## config.mk

```make
export PLATFORM = sky130hd
export DESIGN_NAME = capture_ctrl
export DESIGN_NICKNAME = d
export VERILOG_FILES = /design/src/rtl/capture_ctrl.sv
export SDC_FILE = /design/constraint.sdc
export NUM_CORES = 1
export LEC_CHECK = 0
export CAP_MARGIN = 15
export CORE_MARGIN = 10
export CORE_UTILIZATION = 55
export DETAILED_ROUTE_END_ITERATION = 6
export PLACE_DENSITY = 0.78
export SYNTH_ARGS = -nofsm -noshare
export SYNTH_HDL_FRONTEND = slang
export SYNTH_SLANG_ARGS = --single-unit
export TNS_END_PERCENT = 50
```

## constraint.sdc

```tcl
create_clock -name clk -period 3.4 [get_ports clk]
set_clock_uncertainty 0.15 [all_clocks]
set_input_delay 0.68 -clock clk [delete_from_list [all_inputs] [get_ports clk]]
set_output_delay 0.68 -clock clk [all_outputs]
set_load 0.05 [all_outputs]
```

## src/rtl/capture_ctrl.sv

```systemverilog
`default_nettype none
// ============================================================================
// capture_ctrl : circular-buffer write controller with pre/post-trigger tracking
// Revision     : 1.0
// ============================================================================
module capture_ctrl #(
  parameter int ENTRIES = 384,
  parameter int LOG2    = 9
) (
  input  logic            clk,
  input  logic            rst_n,
  input  logic            wrt_smpl,
  input  logic            run,
  input  logic            capture_done,
  input  logic            triggered,
  input  logic [LOG2-1:0] trig_pos,
  output logic            we,
  output logic [LOG2-1:0] waddr,
  output logic            set_capture_done,
  output logic            armed,
  output logic            capturing
);

  localparam logic [1:0] ST_IDLE    = 2'd0;
  localparam logic [1:0] ST_CAPTURE = 2'd1;
  localparam logic [1:0] ST_WAIT_RD = 2'd2;

  localparam logic [LOG2-1:0] LAST_ADDR = LOG2'(ENTRIES - 1);
  localparam logic [LOG2:0]   DEPTH     = (LOG2 + 1)'(ENTRIES);

  logic [1:0]      state_q, state_d;
  logic [LOG2-1:0] waddr_q, waddr_d;
  logic [LOG2-1:0] trig_cnt_q, trig_cnt_d;
  logic [LOG2:0]   smpl_cnt_q, smpl_cnt_d;
  logic            trig_seen_q, trig_seen_d;
  logic            armed_q, armed_d;
  logic            set_done_q, set_done_d;
  logic            cd_seen_q, cd_seen_d;
  logic [1:0]      wait_cnt_q, wait_cnt_d;

  logic [LOG2-1:0] tp;
  logic            in_capture;
  logic            done_cond;
  logic            wr_now;

  always_comb begin
    tp         = ({1'b0, trig_pos} >= DEPTH) ? LAST_ADDR : trig_pos;
    in_capture = (state_q == ST_CAPTURE);
    done_cond  = in_capture && trig_seen_q && (trig_cnt_q == tp);
    // a write coinciding with completion is dropped so waddr lands on the oldest sample
    wr_now     = in_capture && wrt_smpl && !done_cond;
  end

  // State register
  always_ff @(posedge clk or negedge rst_n) begin
    if (!rst_n) begin
      state_q     <= ST_IDLE;
      waddr_q     <= '0;
      trig_cnt_q  <= '0;
      smpl_cnt_q  <= '0;
      trig_seen_q <= 1'b0;
      armed_q     <= 1'b0;
      set_done_q  <= 1'b0;
      cd_seen_q   <= 1'b0;
      wait_cnt_q  <= '0;
    end else begin
      state_q     <= state_d;
      waddr_q     <= waddr_d;
      trig_cnt_q  <= trig_cnt_d;
      smpl_cnt_q  <= smpl_cnt_d;
      trig_seen_q <= trig_seen_d;
      armed_q     <= armed_d;
      set_done_q  <= set_done_d;
      cd_seen_q   <= cd_seen_d;
      wait_cnt_q  <= wait_cnt_d;
    end
  end

  // Next-state and datapath
  always_comb begin
    state_d     = state_q;
    waddr_d     = waddr_q;
    trig_cnt_d  = trig_cnt_q;
    smpl_cnt_d  = smpl_cnt_q;
    trig_seen_d = trig_seen_q;
    armed_d     = armed_q;
    set_done_d  = done_cond;
    cd_seen_d   = cd_seen_q;
    wait_cnt_d  = wait_cnt_q;

    case (state_q)
      ST_IDLE: begin
        if (run && !capture_done) begin
          state_d     = ST_CAPTURE;
          waddr_d     = '0;
          smpl_cnt_d  = '0;
          trig_cnt_d  = '0;
          trig_seen_d = 1'b0;
          armed_d     = 1'b0;
        end
      end

      ST_CAPTURE: begin
        if (wr_now) begin
          waddr_d = (waddr_q == LAST_ADDR) ? '0 : waddr_q + 1'b1;
          if (smpl_cnt_q != DEPTH) begin
            smpl_cnt_d = smpl_cnt_q + 1'b1;
          end
          if (trig_seen_q) begin
            trig_cnt_d = trig_cnt_q + 1'b1;
          end
        end
        if ((smpl_cnt_q + {1'b0, tp}) >= DEPTH) begin
          armed_d = 1'b1;
        end
        if (triggered && armed_q) begin
          trig_seen_d = 1'b1;
        end
        if (done_cond) begin
          state_d    = ST_WAIT_RD;
          armed_d    = 1'b0;
          cd_seen_d  = 1'b0;
          wait_cnt_d = '0;
        end else if (!run) begin
          state_d = ST_IDLE;
          armed_d = 1'b0;
        end
      end

      ST_WAIT_RD: begin
        if (capture_done) begin
          cd_seen_d = 1'b1;
        end
        if (wait_cnt_q != 2'd3) begin
          wait_cnt_d = wait_cnt_q + 1'b1;
        end
        // leave after the host readout handshake, or if the status bit never rose
        if (cd_seen_q && !capture_done) begin
          state_d = ST_IDLE;
        end else if (!cd_seen_q && !capture_done && (wait_cnt_q == 2'd2)) begin
          state_d = ST_IDLE;
        end
      end

      default: begin
        state_d = ST_IDLE;
      end
    endcase
  end

  // Outputs
  always_comb begin
    we               = wr_now;
    capturing        = in_capture;
    waddr            = waddr_q;
    armed            = armed_q;
    set_capture_done = set_done_q;
  end

endmodule
`default_nettype wire

```

==> reports/results.ini, run 1 <==
[outcome]
status = completed

[critical_path]
critPathMaxStageDelay_ps = 550
cp-start-kind = primary input
critPathKind = in -> out
worstSetupStartpoint = trig_pos[7]
worstPathCellList = clkdlybuf4s50_1 -> or4_4 -> a311oi_4 -> a41o_1 -> nor2_1 -> buf_4
r2r_start = state_q[1]
r2r_setup_slack_ps = 710
critPathCaptureType = output pin
crit_required_ps = 2570
critPathSlowestCell = or4_4
cp_max_fo = 5
cp.arrival_ps = 2470

[global_routing]
antenna_found_initial = 0
grt_overflow = 0
track_usage = 0.161
grt_pass1_vias = 2194
grt_pass1_wl_um = 10400
grt_start_max_net_pins = 37

[route]
drtIter0Drc = 134
vias = 2360
drc = 0
wl_per_cell_um = 14.9
drtAntennaViolNets = 0
dr.pass1.iters = 4
viasPerCell = 5.78
wl_um = 6090

[logic_synthesis]
synth-seq-area-share = 0.337
synth_nets = 345
syn_inst = 310
synth_edf_count = 0
async_flop_share = 1.00
synth_flop_cell = dfrtp_1
ys_types = 55
syn-cell-area_mm2 = 0.00267
synth-seq-cells = 36
avgSynthCellArea_um2 = 8.62
synth_warnings = 0

[clocking]
worst_skew_pair.late_latency_ps = 300
cts_tree = yes
cts.sinks = 36
htree_num_levels = 2
cts_root_buffer = clkbuf_8
hold_buffers = 0
cts.clk_slew.worst_paths_ps = 70
numCtsBuffers = 5
clk_path_buf_depth = 2

[placement]
gp_congestion = 0.849
place_area_mm2 = 0.00302
post-dp-hpwl_um = 4650
place_ws_ps = -22.9
portBuffers = 27

[pwr]
power.density_mw_per_mm2 = 584
ir_worst_vdd_v = 0.000504
leakagePower_nw = 1.32

[layout]
finalInstanceArea_mm2 = 0.00313
drive_gt1_frac = 0.0909
syn_to_final_growth_pct = 17.1
fill_cells = 386
final_core_util = 0.663
diodes = 0
layout.nets = 375

[timing]
slew_headroom = 0.334
worst_pin_slew_ps = 986
fin_crit_sh = 0.970
period_needed_ps = 3300
fmax_mhz = 303
maxSlewViolCount = 0
setup-tns-final_ps = 0
setup_viol = 0
rsz0062_at_grt = false
worst_slack_ps = 104
hold_viol_final = 0

[min_path]
holdCritPathClass = in -> async

[floorplanning]
die_y_um = 89.7
die-area_mm2 = 0.00804
io_pins = 28
rows = 25
die_x_um = 89.7
start_util = 0.566
core_area_mm2 = 0.00472

[flow_run]
cap_viol_max_count = 0

==> path summary, 6_finish.rpt <==
check	cells after the start	end
worst max-delay path	6	we
worst min-delay path	1	wait_cnt_q[1]
min in group clk	1	state_q[1]
worst max register to register	9	smpl_cnt_q[8]
max in group asynchronous	1	cd_seen_q
worst min register to register	1	state_q[1]
==> through the flow <==
| step | hold WS (ps) | power [mW] | instances |
|---|---|---|---|
| 2_1_floorplan | 234 | 1.17 | 310 |
| 3_3_place_gp | 366 | 1.42 | 400 |
| 3_5_place_dp | 365 | 1.44 | 400 |
| 4_1_cts | 345 | 1.83 | 408 |
| 5_1_grt | 375 | 1.94 | 408 |
| 6_report | 312 | 1.83 | 408 |
==> Yosys cell counts, types with 6 or more instances <==
master	n	area share
a211oi_1	7	0.020
a21oi_1	19	0.036
clkbuf_1	6	0.0084
dfrtp_1	36	0.34
ha_1	19	0.089
inv_1	14	0.020
nand2_1	34	0.048
nand2b_1	12	0.028
nand3_1	16	0.030
nor2_1	26	0.037
nor3_1	6	0.011
o21ai_0	23	0.043
xnor2_1	11	0.036
==> layout by cell type (no fill, tap or decap), types with 3 or more instances in the layout <==
cell	count
nand3_1	16
nand2_1	34
clkbuf_8	5
a21oi_1	19
o22ai_1	4
nand2b_1	12
nor3_1	6
and3_1	4
buf_4	10
inv_1	14
mux2i_1	5
nand3b_1	3
dfrtp_1	36
a211oi_1	7
o31ai_2	3
nor2b_1	3
a2111oi_0	4
clkdlybuf4s50_1	24
nor4bb_1	3
o21ai_0	23
nor2_1	26
a21o_1	4
xnor2_1	11
ha_1	19
nand4_1	3
==> cell families after synthesis <==
family | Yosys count | share of synthesized area
AO/OA/AOI/OAI | 84 | 0.219
XOR/XNOR | 12 | 0.0393
adder cells (fa/ha/maj) | 20 | 0.0965
buffers and inverters | 27 | 0.0459
flip-flops | 36 | 0.337
multiplexers | 6 | 0.0230
AND/OR/NAND/NOR | 125 | 0.239
==> power by group <==
| part | switching, mW | total, mW | internal [mW] | leakage [nW] |
|---|---|---|---|---|
| registers | 0.104 | 0.596 | 0.492 | 0.490 |
| logic | 0.516 | 0.845 | 0.329 | 0.776 |
| clock network | 0.169 | 0.386 | 0.217 | 0.0541 |
==> layer usage <==
layer | up-vias | track usage | wire length [um]
met1 | 1102 | 0.206 | 2700
met5 | - | 0 | 0
met3 | 9 | 0.0370 | 357
li1 | 1182 | - | -
met2 | 67 | 0.265 | 2970
met4 | 0 | 0.0462 | 61
==> sequential cells by signal, indices dropped and copies added, names as in the netlist <==
signal and count:
set_capture_done 1, smpl_cnt_q 10, state_q 2, trig_cnt_q 9, armed 1, waddr 9, cd_seen_q 1, wait_cnt_q 2
trig_seen_q 1
==> worst max-delay path: cells and delay by family <==
| kind | cells | cell delay [ps] |
|---|---|---|
| AO/OA/AOI/OAI | 2 | 520 |
| buffers and inverters | 2 | 660 |
| AND/OR/NAND/NOR | 2 | 610 |
==> final cells by class <==
type	instances	area, um2	share of cell area
timing repair buffer	36	333	0.106
sequential	36	901	0.288
tap	67	83.8	0.0268
multi-input combinational	247	1650	0.527
inverter	14	52.6	0.0168
clock inverter	3	42.5	0.0136
clock buffer	5	68.8	0.0220
==> repair_timing <==
| item | CTS | global route |
|---|---|---|
| buffers inserted | 0 | 0 |
| endpoints found under the setup margin | 0 | 1 |
| gates resized for setup | 0 | 1 |
Power figures use the tool's default switching activity.
==> run 2, diff against run 1 <==
Settings changed: SLEW_MARGIN from default to 20.
Clock period 3.4 ns to 4.25 ns, I/O delays scaled along.
==> reports/results.ini, run 2 (synthesized netlist as in run 1, its figures left out) <==
[floorplanning]
core_area_mm2 = 0.00472  ; unchanged
io_pins = 28  ; unchanged
start_util = 0.566  ; unchanged
die_x_um = 89.7  ; unchanged
die-area_mm2 = 0.00804  ; unchanged
die_y_um = 89.7  ; unchanged
rows = 25  ; unchanged

[pwr]
comb_power_share = 0.461  ; was 0.462
seqPwrFrac = 0.330  ; was 0.326
p_clk_frac = 0.209  ; was 0.211
leakagePower_nw = 1.29  ; was 1.32 nW
ir_worst_vdd_v = 0.000401  ; was 0.000504 V
p_sw_uw = 624  ; was 789 uW
finalPower_mw = 1.44  ; was 1.83 mW
p_int_uw = 818  ; was 1.04 mW
swShare = 0.433  ; was 0.432
power.density_mw_per_mm2 = 466  ; was 584 mW/mm2

[route]
vias = 2341  ; was 2360
drtAntennaViolNets = 0  ; unchanged
wl_um = 6240  ; was 6090 um
dr.pass1.iters = 4  ; unchanged
viasPerCell = 5.79  ; was 5.78
drtIter0Drc = 162  ; was 134
wl_per_cell_um = 15.4  ; was 14.9 um
drc = 0  ; unchanged

[timing]
setup-tns-final_ps = 0  ; unchanged
worst_pin_slew_ps = 1010  ; was 986 ps
worst_slack_ps = 587  ; was 104 ps
fmax_mhz = 273
maxSlewViolCount = 0  ; unchanged
period_needed_ps = 3660
setup_viol = 0  ; unchanged
slew_headroom = 0.321  ; was 0.334
fin_crit_sh = 0.862
rsz0062_at_grt = false  ; unchanged
hold_viol_final = 0  ; unchanged

[critical_path]
critPathSlowestCell = or4_4  ; unchanged
cp-start-kind = primary input  ; unchanged
crit_required_ps = 3250  ; was 2570 ps
cp_max_fo = 7  ; was 5
worstPathCellList = clkdlybuf4s50_1 -> or4_4 -> a311oi_4 -> a41o_1 -> nor2_1 -> buf_4  ; unchanged
cp.arrival_ps = 2660  ; was 2470 ps
worstSetupStartpoint = trig_pos[8]  ; was trig_pos[7]
path_buf_inv = 2  ; unchanged
critPathCaptureType = output pin  ; unchanged
r2r_start = state_q[1]  ; unchanged
crit_family = buffers and inverters  ; unchanged
critPathMaxStageDelay_ps = 540  ; was 550 ps
critPathKind = in -> out  ; unchanged

[min_path]
min_from = state_q[0]
holdCritPathClass = reg -> reg  ; was in -> async

[clocking]
worst_skew_pair.late_latency_ps = 290  ; was 300 ps
cts.clk_slew.worst_paths_ps = 70  ; about the same
cts.sinks = 36  ; unchanged
clk_path_buf_depth = 2  ; unchanged
hold_buffers = 0  ; unchanged
cts_root_buffer = clkbuf_8  ; unchanged
numCtsBuffers = 5  ; unchanged
htree_num_levels = 2  ; unchanged
cts_tree = yes  ; unchanged
cts_setup_buffers = 0  ; unchanged
cts.repair.resized = 0  ; unchanged

[global_routing]
grt_pass1_wl_um = 10500  ; was 10400 um
antenna_found_initial = 0  ; unchanged
grt_pass1_vias = 2187  ; was 2194
grt_start_max_net_pins = 37  ; unchanged
track_usage = 0.164  ; was 0.161
grt_overflow = 0  ; unchanged

[layout]
layout.nets = 371  ; was 375
multiInputGateArea_mm2 = 0.00165  ; unchanged
largest-register = smpl_cnt_q  ; unchanged
drive_gt1_frac = 0.0801  ; was 0.0909
syn_to_final_growth_pct = 15.9  ; was 17.1%
seqCellArea_um2 = 901  ; unchanged
largest_register_ffs = 10  ; unchanged
mostFrequentLayoutCell = dfrtp_1  ; unchanged
finalNonFillerCells = 404  ; was 408
fill_cells = 386  ; unchanged
layout_common_cells = dfrtp_1 (36), nand2_1 (34), nor2_1 (26), clkdlybuf4s50_1 (25), o21ai_0 (23)  ; was dfrtp_1 (36), nand2_1 (34), nor2_1 (26), clkdlybuf4s50_1 (24), o21ai_0 (23)
final_core_util = 0.656  ; was 0.663
diodes = 0  ; unchanged

[flow_run]
cap_viol_max_count = 0  ; unchanged

[outcome]
status = completed  ; unchanged

[placement]
portBuffers = 27  ; unchanged
place_ws_ps = 564  ; was -22.9 ps
gp_congestion = 0.851  ; was 0.849
placed_cells = 396  ; was 400
post-dp-hpwl_um = 4750  ; was 4650 um

==> run 2: changes by cell type in the layout (fill, tap and decap cells not counted) <==
| cell | delta |
|---|---|
| dlymetal6s2s_1 | -1 |
| clkdlybuf4s50_1 | +1 |
| buf_4 | -4 |
==> run 2: layout make-up <==
cell class | instances | area share
clock buffer | 5 | 0.0222
clock inverter | 3 | 0.0137
sequential | 36 | 0.291
timing repair buffer | 32 | 0.0970
multi-input combinational | 247 | 0.532
inverter | 14 | 0.0170
tap | 67 | 0.0271
==> run 2: worst register-to-register path: cells and delay by family, from the launching register on <==
family          cells  cell delay (ps)
compound gates      4             1600
flops               1              410
buf+inv             2              320
fa+ha+maj           1              400
==> run 2: per-stage QoR <==
step	hold slack (ps)	area [um2]
final	387	3100
after global placement	366	2990
after CTS	391	3100
after floorplan	334	2670
after detailed placement	372	2990
after global routing	416	3100
==> run 2: per-layer routing <==
metal  part of all wire  global-route usage  wire (um)
met2               0.50               0.275       3090
met3              0.053              0.0397        333
met5                  0                   0          0
met4              0.015              0.0462         92
met1               0.44               0.204       2720
==> run 2: power by group through the flow <==
stage / clock (mW) / sequential [mW] / combinational, mW
final: 0.301 / 0.476 / 0.664
after global routing: 0.321 / 0.485 / 0.743
after CTS: 0.307 / 0.476 / 0.663
after detailed placement: 0 / 0.482 / 0.658
after global placement: 0 / 0.478 / 0.639
after floorplan: 0 / 0.509 / 0.428
==> run 2: final timing paths <==
| path | end | slack [ps] | cells after the start |
|---|---|---|---|
| worst max-delay path | we | 590 | 6 |
| worst min-delay path | state_q[0] | 390 | 1 |
| worst max register to register | smpl_cnt_q[5] | 1320 | 7 |
| worst min register to register | state_q[0] | 390 | 1 |
| max in group asynchronous | trig_cnt_q[5] | 2950 | 1 |
| min in group asynchronous | wait_cnt_q[1] | 490 | 1 |
==> run 3, diff against run 2 <==
Settings changed: ABC_CLOCK_PERIOD_IN_PS from default to 4250, CELL_PAD_IN_SITES_DETAIL_PLACEMENT from default to 1, CELL_PAD_IN_SITES_GLOBAL_PLACEMENT from default to 1, CORE_MARGIN 10 to default, CORE_UTILIZATION 55 to 47, PLACE_DENSITY 0.78 to default, PLACE_DENSITY_LB_ADDON from default to 0.1.
==> reports/results.ini, run 3 (synthesized netlist as in run 1, its figures left out) <==
[critical_path]
path_buf_inv = 2  ; unchanged
cp.arrival_ps = 2720  ; was 2660 ps
crit_family = buffers and inverters  ; unchanged
endpoint = we  ; unchanged
worstPathCellList = clkdlybuf4s50_1 -> or4_4 -> a311oi_4 -> a41o_1 -> nor2_1 -> buf_4  ; unchanged
crit_cells = 6  ; unchanged
critPathCaptureType = output pin  ; unchanged
r2r_start = state_q[1]  ; unchanged
rr_worst_depth = 9  ; was 7
crit_required_ps = 3250  ; about the same
r2r-end = waddr[2]  ; was smpl_cnt_q[5]
r2r_setup_slack_ps = 1200  ; was 1320 ps
cp-start-kind = primary input  ; unchanged
critPathSlowestCell = clkdlybuf4s50_1  ; was or4_4
worstSetupStartpoint = trig_pos[8]  ; unchanged
critPathKind = in -> out  ; unchanged
critPathMaxStageDelay_ps = 540  ; about the same
cp_max_fo = 7  ; unchanged

[clocking]
cts.repair.resized = 0  ; unchanged
htree_num_levels = 2  ; unchanged
cts.clk_slew.worst_paths_ps = 80  ; was 70 ps
clk_path_buf_depth = 2  ; unchanged
cts_tree = yes  ; unchanged
cts.sinks = 36  ; unchanged
hold_buffers = 0  ; unchanged
cts_root_buffer = clkbuf_8  ; unchanged
cts_setup_buffers = 0  ; unchanged
numCtsBuffers = 5  ; unchanged
worst_skew_pair.late_latency_ps = 290  ; about the same

[layout]
largest-register = smpl_cnt_q  ; unchanged
syn_to_final_growth_pct = 16.4  ; was 15.9%
largest_register_ffs = 10  ; unchanged
layout_common_cells = dfrtp_1 (36), nand2_1 (34), nor2_1 (26), clkdlybuf4s50_1 (25), o21ai_0 (23)  ; unchanged
final_core_util = 0.565  ; was 0.656
multiInputGateArea_mm2 = 0.00165  ; unchanged
mostFrequentLayoutCell = dfrtp_1  ; unchanged
finalNonFillerCells = 410  ; was 404
seqCellArea_um2 = 901  ; unchanged
layout.nets = 372  ; was 371
drive_gt1_frac = 0.0828  ; was 0.0801
fill_cells = 663  ; was 386
diodes = 0  ; unchanged

[pwr]
p_clk_frac = 0.207  ; was 0.209
finalPower_mw = 1.48  ; was 1.44 mW
leakagePower_nw = 1.30  ; was 1.29 nW
ir_worst_vdd_v = 0.000359  ; was 0.000401 V
seqPwrFrac = 0.322  ; was 0.330
power.density_mw_per_mm2 = 476  ; was 466 mW/mm2
comb_power_share = 0.471  ; was 0.461
p_int_uw = 829  ; was 818 uW
swShare = 0.440  ; was 0.433
p_sw_uw = 650  ; was 624 uW

[global_routing]
grt_pass1_vias = 2419  ; was 2187
track_usage = 0.253  ; was 0.164
antenna_found_initial = 0  ; unchanged
grt_pass1_wl_um = 11900  ; was 10500 um
grt_start_max_net_pins = 37  ; unchanged
grt_overflow = 0  ; unchanged

[timing]
slew_headroom = 0.456  ; was 0.321
worst_slack_ps = 528  ; was 587 ps
maxSlewViolCount = 0  ; unchanged
fin_crit_sh = 0.876  ; was 0.862
setup-tns-final_ps = 0  ; unchanged
hold_viol_final = 0  ; unchanged
setup_viol = 0  ; unchanged
period_needed_ps = 3720  ; was 3660 ps
rsz0062_at_grt = false  ; unchanged
worst_pin_slew_ps = 816  ; was 1010 ps
fmax_mhz = 269  ; was 273 MHz

[route]
dr.pass1.iters = 4  ; unchanged
viasPerCell = 5.79  ; about the same
drtAntennaViolNets = 0  ; unchanged
wl_per_cell_um = 17.3  ; was 15.4 um
vias = 2372  ; was 2341
drc = 0  ; unchanged
wl_um = 7090  ; was 6240 um
drtIter0Drc = 59  ; was 162

[floorplanning]
core_area_mm2 = 0.00551  ; was 0.00472 mm2
die_x_um = 77.4  ; was 89.7 um
io_pins = 28  ; unchanged
die_y_um = 77.4  ; was 89.7 um
start_util = 0.485  ; was 0.566
die-area_mm2 = 0.00599  ; was 0.00804 mm2
rows = 27  ; was 25

[placement]
place_ws_ps = 537  ; was 564 ps
portBuffers = 27  ; unchanged
gp_congestion = 0.835  ; was 0.851
post-dp-hpwl_um = 5240  ; was 4750 um
placed_cells = 402  ; was 396

[outcome]
status = completed  ; unchanged

[flow_run]
cap_viol_max_count = 0  ; unchanged

[min_path]
holdCritPathClass = reg -> reg  ; unchanged

[run 3: through the flow]
step / hold slack, ps / area, um2
floorplan: 334 / 2670
global placement: 373 / 3000
detailed placement: 375 / 3000
CTS: 399 / 3110
global route: 429 / 3110
finish: 395 / 3110
[run 3: area by class of cell]
| cell class | instances | area share |
|---|---|---|
| Inverter | 14 | 0.0169 |
| Clock inverter | 3 | 0.0137 |
| Sequential cell | 36 | 0.290 |
| Tap cell | 72 | 0.0290 |
| Clock buffer | 5 | 0.0221 |
| Timing Repair Buffer | 33 | 0.0990 |
| Multi-Input combinational cell | 247 | 0.530 |
[run 3: power by group through the flow]
| stage | combinational [mW] | clock (mW) | sequential, mW |
|---|---|---|---|
| final | 0.697 | 0.306 | 0.476 |
| after global routing | 0.760 | 0.323 | 0.487 |
| after CTS | 0.696 | 0.310 | 0.476 |
| after detailed placement | 0.686 | 0 | 0.482 |
| after global placement | 0.661 | 0 | 0.482 |
| after floorplan | 0.428 | 0 | 0.509 |
[run 3: worst min-delay path by stage]
stage / slack [ps] / to / from / cells after the start
5_1_grt: 430 / waddr[4] / waddr[4] / 1
3_5_place_dp: 370 / trig_seen_q / trig_seen_q / 2
4_1_cts: 400 / waddr[4] / waddr[4] / 1
3_3_place_gp: 370 / trig_seen_q / trig_seen_q / 2
2_1_floorplan: 330 / trig_seen_q / trig_seen_q / 2
6_report: 390 / waddr[4] / waddr[4] / 1
[run 3: routing by layer]
layer	track usage	up-vias	wire, um
met1	0.339	1173	3390
met3	0.0353	8	122
met5	0	-	0
li1	-	1168	-
met4	0.0642	0	93
met2	0.427	23	3480
